[config.mk]
export PLATFORM = sky130hd
export DESIGN_NAME = inst_mem_boot_ctrl
export DESIGN_NICKNAME = d
export VERILOG_FILES = /design/src/rtl/inst_mem_boot_ctrl.sv
export SDC_FILE = /design/constraint.sdc
export NUM_CORES = 1
export LEC_CHECK = 0
export CORE_UTILIZATION = 55
export DETAILED_ROUTE_END_ITERATION = 6
export PLACE_DENSITY = 0.84
export SLEW_MARGIN = 30
export SYNTH_ARGS = -nofsm -noshare
export SYNTH_HDL_FRONTEND = slang
export SYNTH_SLANG_ARGS = --single-unit
export TNS_END_PERCENT = 100
[constraint.sdc]
create_clock -name clk -period 4.45 [get_ports clk]
set_input_delay 0.6675 -clock clk [delete_from_list [all_inputs] [get_ports clk]]
set_output_delay 0.6675 -clock clk [all_outputs]
set_load 0.01 [all_outputs]
[src/rtl/inst_mem_boot_ctrl.sv]
// Boot-load controller for the byte-cell instruction memory.
// Packs a byte stream big-endian into words, writes them at consecutive
// word addresses from 0, freezes fetch while loading, then pulses a PC restart.
module inst_mem_boot_ctrl #(
   parameter int WORD_SIZE      = 32,
   parameter int MEM_SIZE       = 1024,
   parameter int MEM_CELL_SIZE  = 8,
   localparam int ADDR_W        = $clog2(MEM_SIZE),
   localparam int LEN_W         = ADDR_W - 1,
   localparam int MAX_WORDS     = MEM_SIZE / 4
) (
   input  logic                     clk,
   input  logic                     rst,
   input  logic                     start,
   input  logic [LEN_W-1:0]         load_len,
   input  logic                     byte_valid,
   input  logic [MEM_CELL_SIZE-1:0] byte_data,
   output logic                     byte_ready,
   output logic                     mem_we,
   output logic [ADDR_W-1:0]        mem_addr,
   output logic [WORD_SIZE-1:0]     mem_wdata,
   output logic                     fetch_stall,
   output logic                     pc_reset,
   output logic                     done,
   output logic                     err,
   output logic [LEN_W-1:0]         words_loaded
);

   typedef enum logic [2:0] {
      IDLE   = 3'd0,
      LOAD   = 3'd1,
      WRITE  = 3'd2,
      FINISH = 3'd3,
      RUN    = 3'd4
   } state_t;

   // First three bytes of a word are staged here; the fourth completes it.
   localparam int PACK_W = WORD_SIZE - MEM_CELL_SIZE;
   localparam logic [LEN_W-1:0] MAX_LEN = LEN_W'(MAX_WORDS);

   state_t                  state_r;
   state_t                  state_nxt_s;
   logic [1:0]              idx_r;
   logic [PACK_W-1:0]       pack_r;
   logic [LEN_W-1:0]        len_r;
   logic [LEN_W-1:0]        words_loaded_r;
   logic [LEN_W-1:0]        wl_inc_s;
   logic [WORD_SIZE-1:0]    mem_wdata_r;
   logic [ADDR_W-1:0]       mem_addr_r;
   logic                    mem_we_r;
   logic                    byte_ready_r;
   logic                    fetch_stall_r;
   logic                    pc_reset_r;
   logic                    done_r;
   logic                    err_r;
   logic                    start_ok_s;
   logic                    start_zero_s;
   logic                    start_bad_s;
   logic                    byte_acc_s;

   // State register.
   always_ff @(posedge clk or negedge rst) begin
      if (!rst) begin
         state_r <= IDLE;
      end else begin
         state_r <= state_nxt_s;
      end
   end

   // Next-state decode and start/byte qualification.
   always_comb begin
      state_nxt_s  = state_r;
      start_ok_s   = 1'b0;
      start_zero_s = 1'b0;
      start_bad_s  = 1'b0;
      byte_acc_s   = 1'b0;
      wl_inc_s     = words_loaded_r + LEN_W'(1);
      case (state_r)
         IDLE, RUN: begin
            if (start) begin
               if (load_len > MAX_LEN) begin
                  start_bad_s = 1'b1;
               end else if (load_len == LEN_W'(0)) begin
                  start_zero_s = 1'b1;
                  state_nxt_s  = FINISH;
               end else begin
                  start_ok_s  = 1'b1;
                  state_nxt_s = LOAD;
               end
            end else begin
               state_nxt_s = state_r;
            end
         end
         LOAD: begin
            if (byte_valid && byte_ready_r) begin
               byte_acc_s = 1'b1;
               if (idx_r == 2'd3) begin
                  state_nxt_s = WRITE;
               end else begin
                  state_nxt_s = LOAD;
               end
            end else begin
               state_nxt_s = LOAD;
            end
         end
         WRITE: begin
            if (wl_inc_s == len_r) begin
               state_nxt_s = FINISH;
            end else begin
               state_nxt_s = LOAD;
            end
         end
         FINISH: begin
            state_nxt_s = RUN;
         end
         default: begin
            state_nxt_s = IDLE;
         end
      endcase
   end

   // Registered control outputs, decoded from the upcoming state.
   always_ff @(posedge clk or negedge rst) begin
      if (!rst) begin
         byte_ready_r  <= 1'b0;
         fetch_stall_r <= 1'b0;
         mem_we_r      <= 1'b0;
         pc_reset_r    <= 1'b0;
      end else begin
         byte_ready_r  <= (state_nxt_s == LOAD);
         fetch_stall_r <= (state_nxt_s == LOAD) || (state_nxt_s == WRITE) ||
                          (state_nxt_s == FINISH);
         mem_we_r      <= (state_nxt_s == WRITE);
         pc_reset_r    <= (state_nxt_s == FINISH);
      end
   end

   // Status flags: err records the last start decision, done marks a completed load.
   always_ff @(posedge clk or negedge rst) begin
      if (!rst) begin
         err_r  <= 1'b0;
         done_r <= 1'b0;
      end else if (start_bad_s) begin
         err_r  <= 1'b1;
         done_r <= 1'b0;
      end else if (start_ok_s || start_zero_s) begin
         err_r  <= 1'b0;
         done_r <= 1'b0;
      end else if (state_r == FINISH) begin
         done_r <= 1'b1;
      end
   end

   // Byte packing, word count and write port; address/data hold outside WRITE.
   always_ff @(posedge clk or negedge rst) begin
      if (!rst) begin
         idx_r          <= 2'd0;
         pack_r         <= '0;
         len_r          <= '0;
         words_loaded_r <= '0;
         mem_wdata_r    <= '0;
         mem_addr_r     <= '0;
      end else if (start_ok_s) begin
         idx_r          <= 2'd0;
         len_r          <= load_len;
         words_loaded_r <= '0;
      end else if (byte_acc_s) begin
         idx_r <= idx_r + 2'd1;
         if (idx_r == 2'd3) begin
            mem_wdata_r <= {pack_r, byte_data};
            mem_addr_r  <= {words_loaded_r[LEN_W-2:0], 2'b00};
         end else begin
            pack_r <= {pack_r[PACK_W-MEM_CELL_SIZE-1:0], byte_data};
         end
      end else if (state_r == WRITE) begin
         idx_r          <= 2'd0;
         words_loaded_r <= wl_inc_s;
      end
   end

   assign byte_ready   = byte_ready_r;
   assign mem_we       = mem_we_r;
   assign mem_addr     = mem_addr_r;
   assign mem_wdata    = mem_wdata_r;
   assign fetch_stall  = fetch_stall_r;
   assign pc_reset     = pc_reset_r;
   assign done         = done_r;
   assign err          = err_r;
   assign words_loaded = words_loaded_r;

endmodule

**After elaboration in Yosys (flattened, before gate mapping)**

Cells that the tools add are included.
Widths: inputs -> output; s select.

- Word-level logic and storage cells: 73
- Register bits: 93
- Input port bits: 21

- Eq/ne operators: 10
- Reduce and logical (&&, ||, !) cells: 14
- Add/sub/neg operators: 2
- Mux-type cells: 31
- Bitwise gates (word level): 2
- Magnitude comparators: 1

Operator list:

| operator | count |
|---|---|
| $mux 9 | 3 |
| $mux 1 | 18 |
| $eq 3x2->1 const B | 4 |
| $mux 2 | 6 |
| $pmux 3 s4 | 1 |
| $add 9x1->9 const B | 1 |
| $eq 9x9->1 | 1 |
| $gt 9x9->1 const B | 1 |
| $logic_not 9->1 | 1 |
| $mux 3 | 3 |
| $eq 3x1->1 const B | 2 |
| $reduce_and 3->1 | 2 |
| $reduce_bool 3->1 | 2 |
| $reduce_bool 2->1 | 2 |
| $eq 3x3->1 const B | 1 |
| $logic_not 3->1 | 1 |
| $logic_or 1x1->1 | 3 |
| $add 2x1->2 const B | 1 |
| $eq 2x2->1 const B | 1 |
| $ne 2x2->1 const B | 1 |
| $not 1->1 | 2 |
| $reduce_and 2->1 | 1 |
| $reduce_or 2->1 | 1 |
| $logic_and 1x1->1 | 1 |

**Longest topological paths before layout**

Gate-level depths: netlist of run 1.

- Word-level depth: 8
- Gate-level depth with buffers: 8

**Worst setup path after synthesis of run 1**

Ideal clock, no wire load.

- Path type: in2reg
- From: input load_len[1]
- To: register len_r[1]
- Path buffers: 1
- Setup time: 125 ps
- Stages: 6
- Data arrival time: 2052 ps
- Path slack: 2274 ps
- Data required time: 4325 ps
- Cell sequence: nor4_1 > nand2_1 > ha_1 > and3_1 > buf_2 > mux2_2

- Longest elaborated chain between the ends: 5
- Elaborated cells on any way between the ends: 6
- Classes of those cells: order compare: 1; mux: 4; reduce/logical: 1

Ends and longest elaborated chain:

| item | line | text |
|---|---|---|
| from (decl) | 15 | `input logic [LEN_W-1:0] load_len,` |
| branches (longest 5 deep; another with $gt 9x9->1) | -- |  |
| to (signal assigned) | 165 | `len_r <= load_len;` |
| to (decl) | 45 | `logic [LEN_W-1:0] len_r;` |

Several ways; the timed one is not identified.
A chain may end at the register's enable or synchronous reset.

**Worst setup path in the final report of run 1**

- From: input load_len[5]
- To: register words_loaded_r[4] (netlist: words_loaded[4])

- Longest elaborated chain between the ends: 7
- Elaborated cells on any way between the ends: 10
- Classes of those cells: order compare: 1; eq/ne: 1; mux: 5; reduce/logical: 3

Ends and longest elaborated chain:

| item | line | text |
|---|---|---|
| branches (longest 2 deep; another with $gt 9x9->1) | -- |  |
| $mux 1 (*) | 81 | `if (load_len > MAX_LEN) begin` |
| $mux 1 (*) | 80 | `if (start) begin` |
| $mux 1 (*) | 78 | `case (state_r)` |
| $ne 2x2->1 (no line) / $reduce_bool 2->1 (equally long branches) | -- |  |
| $reduce_and 2->1 (no line) | -- |  |
| to (signal assigned) | 177 | `words_loaded_r <= wl_inc_s;` |
| to (decl) | 46 | `logic [LEN_W-1:0] words_loaded_r;` |

Every way passes the cells marked *.

==> impl_metrics.env, run 1 <==
export IMPL_synth_compound_area_share_pct=5.886
export IMPL_dpl_cell_area_um2=4780
export IMPL_initial_core_util_pct=57.87
export IMPL_viasPerCell=5.532
export IMPL_maxSlewHeadroom_pct=37.90
export IMPL_avgRoutedWirePerCell_um=16.00
export IMPL_diodes=0
export IMPL_r2r_end="words_loaded[4]$_DFFE_PN0P_"
export IMPL_fp_dieArea_um2=7572
export IMPL_drtAntennaViolNets=0
export IMPL_first_pass_iters=4
export IMPL_ys_seq_area_share_pct=58.55
export IMPL_mostFrequentLayoutCells="dfrtp_1, clkdlybuf4s50_1, mux2_2"
export IMPL_drc_errors=0
export IMPL_m1WireLength_mm=3.555
export IMPL_met2_length_mm=3.409
export IMPL_clockBufferDepth=2
export IMPL_rsz0062_at_grt="no"
export IMPL_hold_path_class="in -> async"
export IMPL_drv_cap=0
export IMPL_die_y_um=87.02
export IMPL_postCtsSetupBuffers=0
export IMPL_leakage_nw=2.158
export IMPL_max_stage_delay_ps=550
export IMPL_totalWireLength_mm=7.582
export IMPL_drive_above_1_share_pct=25.13
export IMPL_layoutNonFillerInstCount=474
export IMPL_power_density_nw_per_um2=635.0
export IMPL_outcome="complete, no violations"
export IMPL_holdWs_ps=370.8
export IMPL_met3WireLength_um=473
export IMPL_drv_slew=0
export IMPL_io_buffers=75
export IMPL_timing_critical_path_buf_inv=1
export IMPL_clock_latency_ps=360
export IMPL_cts_tree="done"
export IMPL_fin_area_um2=4976
export IMPL_min_period_over_period_pct=65.90
export IMPL_slowest_stage="nor2_1"
export IMPL_cp_top_family="simple AND/OR/NAND/NOR gates"
export IMPL_setup_slack_ps=1518
export IMPL_dp_cells=459
export IMPL_r2r_cells=5
export IMPL_postSynthAreaPerCell_um2=13.25
export IMPL_crit_start="load_len[5]"
export IMPL_postCtsHoldBufs=0
export IMPL_synthXorXnorAreaFrac_pct=2.644
export IMPL_hold_viol_final=0
export IMPL_netlist_area_leader_share_pct=58.55
export IMPL_ios=78
export IMPL_cp_required_ps=4700
export IMPL_grt_pass1_wl_mm=12.81
export IMPL_htreeDepth=3
export IMPL_synth_seq_cells=93
export IMPL_gr_total_overflow=0
export IMPL_num_rows=30
export IMPL_grt_pass1_vias=2624
export IMPL_period_needed_ps=2932
export IMPL_cts_resized_gates=0
export IMPL_antenna_found_initial=0
export IMPL_drt_iter0_drc=184
export IMPL_tightest_slew_ps=929.5
export IMPL_cts_root_buf="clkbuf_8"
export IMPL_synthCells=300
export IMPL_critical_path_class="in -> reg"
export IMPL_track_usage_pct=22.36
export IMPL_dp_hpwl_mm=5.156
export IMPL_worstSetupEndpointType="flop"
export IMPL_clk_pin_slew_ps=90
export IMPL_cts_made_buffers=9
export IMPL_yosys_area_share_adder_pct=1.259
export IMPL_fp_dieW_um=87.02
export IMPL_arrival_ps=3180
export IMPL_place_congestion=0.9075
export IMPL_top_layer_used="met4"
export IMPL_synthTopCellsByArea="dfrtp_1, mux2_2, o21ai_0"
export IMPL_yosys_area_share_simple_pct=8.876
export IMPL_final_common_cell="dfrtp_1"
export IMPL_finClkSkew_ps=9.786
export IMPL_worst_path_stages=8
export IMPL_synthMuxAreaShare_pct=20.40
export IMPL_detailedPlace_worstSlack_ps=1257
export IMPL_synth_edf_count=0
export IMPL_synth_top_area_cell="dfrtp_1"
export IMPL_worstReg2RegStart="state_r[1]$_DFF_PN0_"
export IMPL_synthArstFlopShare_pct=100.0
export IMPL_cp_endpoint="words_loaded[4]$_DFFE_PN0P_"
export IMPL_final_core_util_pct=72.44
export IMPL_fin_setup_tns_ps=0
export IMPL_synth_cell_types=41
export IMPL_critPathLaunchType="primary input"
export IMPL_nets=399
export IMPL_total_power_mw=3.160
export IMPL_vdd_drop_max_mv=0.4167
export IMPL_synth_main_ff_cell="dfrtp_1"
export IMPL_crit_path_cell_trace="clkdlybuf4s50_1 > nor4_1 > nand2_1 > ha_1 > and3_1 > nor2_1 > o21ai_0 > o31ai_1"
export IMPL_num_vias=2622
export IMPL_area_growth_pct=25.18
export IMPL_ys_warn_count=0
export IMPL_core_area_um2=6869
export IMPL_fmax_ghz=0.3410
export IMPL_synth_top_family_by_area="multiplexers"
export IMPL_synthesis_area_um2=3975
export IMPL_finalSetupViolCount=0
export IMPL_r2r_setup_slack_ps=2220
export IMPL_grt_max_degree=63
export IMPL_cts_sinks=93
export IMPL_crit_fanout=13
[per-layer routing]
metal | GRT usage [%] | up-vias
met4 | 8.939 | 0
met2 | 32.21 | 83
li1 | - | 1208
met3 | 5.403 | 12
met5 | 0 | -
met1 | 32.74 | 1319
[synth_stat cells (2+ instances only)]
cell / count
o31ai_1: 3
nand4_1: 2
nand3_1: 9
and3_1: 2
o41ai_1: 2
xnor2_1: 7
nand2b_1: 2
or3_1: 3
and2_1: 2
nor2_1: 9
nor3b_1: 2
nand2_1: 18
xor2_1: 5
dfrtp_1: 93
inv_1: 4
mux2_2: 72
nor2b_1: 5
clkbuf_1: 3
o21ai_0: 19
ha_1: 4
buf_2: 7
a21oi_1: 3
nor4_1: 3
buf_4: 4
[power by group]
group | leakage, nW | switching (mW) | internal, mW | total, mW
combinational | 0.884 | 0.450 | 0.714 | 1.16
clock | 0.0927 | 0.298 | 0.263 | 0.560
sequential | 1.18 | 0.237 | 1.20 | 1.44
total | 2.16 | 0.984 | 2.18 | 3.16
[area by class of cell]
| type | count | area (um2) |
|---|---|---|
| fillers | 437 | 1893 |
| clock buffers | 9 | 123.9 |
| flip-flops and latches | 93 | 2327 |
| multi-input cells | 190 | 1563 |
| repair buffers | 76 | 755.7 |
| well taps | 96 | 120.1 |
| clock inverters | 6 | 71.32 |
| inverters | 4 | 15.01 |
[cells by family after synthesis]
logic type / count (synthesis)
flops: 93
mux: 72
fa+ha+maj: 4
xor+xnor: 12
buf+inv: 18
compound gates: 36
simple gates: 64
other cells: 1
[registers in the layout, summed over array words and instances (netlist names)]
register / cells
pack_r: 24
words_loaded: 9
err: 1
pc_reset: 1
mem_addr: 8
len_r: 9
idx_r: 2
fetch_stall: 1
mem_we: 1
mem_wdata: 32
state_r: 3
byte_ready: 1
done: 1
[worst min-delay path by stage]
| stage | end | slack [ps] |
|---|---|---|
| 6_report | len_r[6]$_DFFE_PN0P_ | 370 |
| 5_1_grt | len_r[6]$_DFFE_PN0P_ | 430 |
| 4_1_cts | mem_wdata[11]$_DFFE_PN0P_ | 410 |
| 3_5_place_dp | idx_r[1]$_DFFE_PN0P_ | 490 |
| 3_3_place_gp | err$_DFFE_PN0N_ | 480 |
| 2_1_floorplan | byte_ready$_DFF_PN0_ | 370 |
No activity file was read; power rests on OpenSTA's default activity.
==> inputs of run 2 (changes only) <==
--- a/config.mk
+++ b/config.mk
@@ -5,9 +5,9 @@
 export SDC_FILE = /design/constraint.sdc
 export NUM_CORES = 1
 export LEC_CHECK = 0
-export CORE_UTILIZATION = 55
+export CORE_UTILIZATION = 51
 export DETAILED_ROUTE_END_ITERATION = 6
-export PLACE_DENSITY = 0.84
+export PLACE_DENSITY = 0.79
 export SLEW_MARGIN = 30
 export SYNTH_ARGS = -nofsm -noshare
 export SYNTH_HDL_FRONTEND = slang
==> constraint.sdc (replaced) <==
create_clock -name clk -period 2.95 [get_ports clk]
set_input_delay 0.4425 -clock clk [delete_from_list [all_inputs] [get_ports clk]]
set_output_delay 0.4425 -clock clk [all_outputs]
set_load 0.01 [all_outputs]
==> run 2 against run 1 <==
  * First-iteration DRC count down 26%
  * Register-to-register slack worse by 1400 ps
  * Count of clock-buffer cells in the layout rose by 1
  * Via count shrank 0.99%
  * Power is 51% higher
  * Clock power up 45%
  * Critical path type unchanged
  * Largest cell class unchanged
  * Largest power group unchanged
  * Highest routed layer unchanged
==> impl_metrics.env, run 2 (same netlist as run 1, synthesis figures left out) <==
export IMPL_outcome="complete, no violations"
export IMPL_core_area_um2=7408
export IMPL_worstSetupEndpointType="flop"
export IMPL_maxSlewHeadroom_pct=49.79
export IMPL_period_needed_ps=2280
export IMPL_postCtsSetupBuffers=0
export IMPL_cts_resized_gates=0
export IMPL_cts_made_buffers=9
export IMPL_drtAntennaViolNets=0
export IMPL_die_y_um=90.29
export IMPL_critical_path_class="in -> reg"
export IMPL_cts_sinks=93
export IMPL_cts_root_buf="clkbuf_8"
export IMPL_fp_dieArea_um2=8151
export IMPL_arrival_ps=2550
export IMPL_tightest_slew_ps=753.2
export IMPL_clock_latency_ps=360
export IMPL_largest_register_ffs=32
export IMPL_area_growth_pct=26.47
export IMPL_hold_viol_final=0
export IMPL_dp_hpwl_mm=5.257
export IMPL_num_vias=2596
export IMPL_finalSetupViolCount=0
export IMPL_totalWireLength_mm=7.638
export IMPL_io_buffers=75
export IMPL_final_common_cell="dfrtp_1"
export IMPL_clk_pin_slew_ps=90
export IMPL_place_congestion=0.8613
export IMPL_initial_core_util_pct=53.66
export IMPL_drv_slew=0
export IMPL_avgRoutedWirePerCell_um=15.81
export IMPL_grt_max_degree=61
export IMPL_fin_area_um2=5027
export IMPL_leakage_nw=2.190
export IMPL_nets=404
export IMPL_diodes=0
export IMPL_power_density_nw_per_um2=946.3
export IMPL_clockBufferDepth=2
export IMPL_crit_fanout=9
export IMPL_drc_errors=0
export IMPL_grt_pass1_wl_mm=13.34
export IMPL_dpl_cell_area_um2=4833
export IMPL_vdd_drop_max_mv=0.4888
export IMPL_ios=78
export IMPL_drv_cap=0
export IMPL_rsz0062_at_grt="no"
export IMPL_antenna_found_initial=0
export IMPL_drt_iter0_drc=136
export IMPL_postCtsHoldBufs=0
export IMPL_drive_above_1_share_pct=26.30
export IMPL_critPathLaunchType="primary input"
export IMPL_htreeDepth=3
export IMPL_hold_path_class="in -> async"
export IMPL_fp_dieW_um=90.29
export IMPL_min_period_over_period_pct=77.29
export IMPL_gr_total_overflow=0
export IMPL_grt_pass1_vias=2663
export IMPL_track_usage_pct=20.62
export IMPL_fin_setup_tns_ps=0
export IMPL_viasPerCell=5.375
export IMPL_first_pass_iters=4
export IMPL_fmax_ghz=0.4386
export IMPL_finClkSkew_ps=9.286
export IMPL_mostFrequentLayoutCells="dfrtp_1, clkdlybuf4s50_1, mux2_2"
export IMPL_cts_tree="done"
export IMPL_num_rows=31
export IMPL_cp_required_ps=3220
[run 2: changes by cell type in the layout (fill, tap and decap cells not counted), sizes merged]
cell	delta
bufinv	-1
buf	+5
inv	-1
clkinv	+3
clkinvlp	-1
clkbuf	+1
[run 2: per-stage QoR]
stage / utilization (%) / setup slack (ps) / power, mW / instances / hold slack, ps
after floorplan: - / 998.6 / 3.121 / 301 / 146.9
after global placement: 65.24 / 353.8 / 3.911 / 467 / 485.2
after detailed placement: 65.24 / 311.1 / 3.981 / 467 / 494.3
after CTS: 67.86 / 685.4 / 4.800 / 483 / 158.2
after global routing: 67.86 / 447.3 / 5.063 / 483 / 198.9
final: 67.86 / 670.0 / 4.757 / 483 / 146.2
[run 2: where the power goes]
group / switching (mW) / total, mW / internal, mW
clock: 0.466 / 0.811 / 0.345
combinational: 0.678 / 1.77 / 1.09
sequential: 0.370 / 2.18 / 1.81
total: 1.51 / 4.76 / 3.24
[run 2: worst max-delay path: stages]
cell             delay [ps]
clkdlybuf4s50_1         420
nor4_1                  350
nand2_1                 140
ha_1                    320
and3_1                  190
nor2_1                  420
o21ai_0                 180
o31ai_1                  90
[run 2: layout make-up]
type | count | area [um2]
well taps | 99 | 123.9
fillers | 550 | 2381
clock buffers | 10 | 137.6
clock inverters | 6 | 56.30
flip-flops and latches | 93 | 2327
repair buffers | 81 | 805.8
multi-input cells | 190 | 1562
inverters | 4 | 15.01
[run 2: per-layer routing]
metal / vias up / global-route usage (%) / wire (um) / part of all wire, %
met5: - / 0 / 0 / 0
met4: 0 / 6.989 / 94 / 1.2
li1: 1214 / - / - / -
met2: 65 / 29.71 / 3405 / 45
met1: 1310 / 30.05 / 3793 / 50
met3: 7 / 5.892 / 345 / 4.5
[run 2: path summary, 6_finish.rpt]
kind                       slack (ps)  cells after the start                        start                          end
max                               670                      8                  load_len[5]  words_loaded[3]$_DFFE_PN0P_
min                               150                      1                          rst         len_r[2]$_DFFE_PN0P_
max reg2reg                       790                      6  words_loaded[0]$_DFFE_PN0P_         byte_ready$_DFF_PN0_
min reg2reg                       510                      1     mem_wdata[4]$_DFFE_PN0P_     mem_wdata[4]$_DFFE_PN0P_
max in group asynchronous        2070                      2                          rst        pack_r[0]$_DFFE_PN0P_
min in group clk                  510                      1     mem_wdata[4]$_DFFE_PN0P_     mem_wdata[4]$_DFFE_PN0P_
==> inputs of run 3 (changes only) <==
==> constraint.sdc (replaced) <==
create_clock -name clk -period 2.2 [get_ports clk]
set_input_delay 0.33 -clock clk [delete_from_list [all_inputs] [get_ports clk]]
set_output_delay 0.33 -clock clk [all_outputs]
set_load 0.01 [all_outputs]
==> run 3 against run 2 <==
  * Final area grew 2.6%
  * Critical path type unchanged
  * Worst hold slack improved by 300 ps
  * Via count grew 2.7%
  * Sequential share of layout area decreased by 1.2 points
  * Clock skew fell by 2.1 ps
  * First-iteration DRC count is 17% lower
  * Critical path depth is 1 lower
  * Critical endpoint is now len_r[5]$_DFFE_PN0P_
  * Utilization is 1.7 points higher
  * Register-to-register slack lost 520 ps
  * Setup slack got worse by 550 ps
  * Count of clock-buffer cells in the layout did not move
==> impl_metrics.env, run 3 (same netlist as run 1, synthesis figures left out) <==
export IMPL_first_pass_iters=4
export IMPL_cts_root_buf="clkbuf_8"
export IMPL_finalSetupViolCount=0
export IMPL_drt_iter0_drc=113
export IMPL_slowest_stage="clkdlybuf4s50_1"
export IMPL_leakage_nw=2.260
export IMPL_io_buffers=75
export IMPL_nets=417
export IMPL_final_common_cell="dfrtp_1"
export IMPL_cp_top_family="simple AND/OR/NAND/NOR gates"
export IMPL_dp_hpwl_mm=5.622
export IMPL_fmax_ghz=0.4809
export IMPL_grt_max_degree=40
export IMPL_htreeDepth=3
export IMPL_die_y_um=90.29
export IMPL_dpl_cell_area_um2=4949
export IMPL_largest_register_ffs=32
export IMPL_critical_path_class="in -> reg"
export IMPL_layoutNonFillerInstCount=496
export IMPL_hold_path_class="in -> async"
export IMPL_worstSetupEndpointType="flop"
export IMPL_timing_critical_path_buf_inv=2
export IMPL_fill_cells=538
export IMPL_outcome="complete, no violations"
export IMPL_area_growth_pct=29.71
export IMPL_fp_dieArea_um2=8151
export IMPL_final_core_util_pct=69.60
export IMPL_avgRoutedWirePerCell_um=15.95
export IMPL_arrival_ps=2320
export IMPL_fin_area_um2=5156
export IMPL_drv_cap=0
export IMPL_num_vias=2667
export IMPL_ios=78
export IMPL_fp_dieW_um=90.29
export IMPL_grt_pass1_wl_mm=13.58
export IMPL_mostFrequentLayoutCells="dfrtp_1, clkdlybuf4s50_1, mux2_2"
export IMPL_clk_pin_slew_ps=90
export IMPL_viasPerCell=5.377
export IMPL_diodes=0
export IMPL_drtAntennaViolNets=0
export IMPL_cp_required_ps=2440
export IMPL_vdd_drop_max_mv=0.7301
export IMPL_min_period_over_period_pct=94.53
export IMPL_core_area_um2=7408
export IMPL_initial_core_util_pct=53.66
export IMPL_crit_path_cell_trace="clkdlybuf4s50_1 > nor4_2 > nand2_1 > ha_1 > and3_1 > buf_4 > mux2_2"
export IMPL_gr_total_overflow=0
export IMPL_rsz0062_at_grt="no"
export IMPL_drive_above_1_share_pct=28.72
export IMPL_power_density_nw_per_um2=1260
export IMPL_cts_sinks=93
export IMPL_clock_latency_ps=350
export IMPL_max_stage_delay_ps=440
export IMPL_postCtsSetupBuffers=0
export IMPL_critPathLaunchType="primary input"
export IMPL_crit_fanout=9
export IMPL_antenna_found_initial=0
export IMPL_cts_tree="done"
export IMPL_place_congestion=0.8301
export IMPL_hold_viol_final=0
export IMPL_drc_errors=0
export IMPL_clockBufferDepth=2
export IMPL_period_needed_ps=2080
export IMPL_dp_cells=479
export IMPL_fin_setup_tns_ps=0
export IMPL_num_rows=31
export IMPL_totalWireLength_mm=7.912
export IMPL_track_usage_pct=21.29
export IMPL_cts_made_buffers=9
export IMPL_drv_slew=0
export IMPL_finClkSkew_ps=7.197
export IMPL_grt_pass1_vias=2688
==> run 3: cell count changes in the layout (fill, tap and decap cells not counted), moves of 2 or more <==
cell,previous run,this run
clkinv_4,3,1
buf_12,1,3
inv_6,0,3
buf_4,6,16
==> run 3: metrics by stage <==
stage	hold WS (ps)	worst slack [ps]	total power [mW]
after CTS	468.7	85.70	6.559
after global placement	312.8	-225.1	5.344
after detailed placement	309.4	-288.5	5.452
final	448.4	120.4	6.498
after floorplan	34.41	361.1	4.185
after global routing	495.3	37.08	6.898
==> run 3: where the power goes <==
group / switching [mW] / total [mW] / internal (mW)
logic: 0.963 / 2.50 / 1.54
clock network: 0.632 / 1.10 / 0.464
registers: 0.473 / 2.90 / 2.43
total: 2.07 / 6.50 / 4.43
==> run 3: worst register-to-register path: stages, from the launching register on <==
cell and delay (ps):
dfrtp_1 380, ha_1 360, nand2_1 210, nor2_1 250
xnor2_1 230, nand4_1 170, o211a_1 230
==> run 3: routing by layer <==
layer | up-vias | global-route usage [%] | wire, um
met1 | 1344 | 31.09 | 3833
met3 | 9 | 4.966 | 353
met2 | 62 | 32.19 | 3627
met4 | 0 | 5.645 | 97
met5 | - | 0 | 0
li1 | 1252 | - | -
==> run 3: final timing paths <==
check	from	end	slack (ps)	cells after the start
worst max-delay path	load_len[5]	len_r[5]$_DFFE_PN0P_	120	7
max in group asynchronous	rst	mem_we$_DFF_PN0_	1090	3
worst max register to register	words_loaded[0]$_DFFE_PN0P_	byte_ready$_DFF_PN0_	270	6
min in group clk	err$_DFFE_PN0N_	err$_DFFE_PN0N_	500	1
worst min register to register	err$_DFFE_PN0N_	err$_DFFE_PN0N_	500	1
worst min-delay path	rst	len_r[6]$_DFFE_PN0P_	450	2
==> run 3: layout make-up <==
class / instances / area (um2) / share of cell area, %
clock buffer: 10 / 137.6 / 2.669
clock inverter: 6 / 53.80 / 1.043
inverter: 4 / 15.01 / 0.2912
multi-input combinational: 190 / 1568 / 30.41
sequential: 93 / 2327 / 45.13
tap: 99 / 123.9 / 2.402
timing repair buffer: 94 / 930.9 / 18.05
==> run 3: what timing repair did <==
action	CTS	global route
resized for setup	0	1
hold buffers	1	0
endpoints found under the setup margin	0	11
endpoints found under the hold margin	33	0
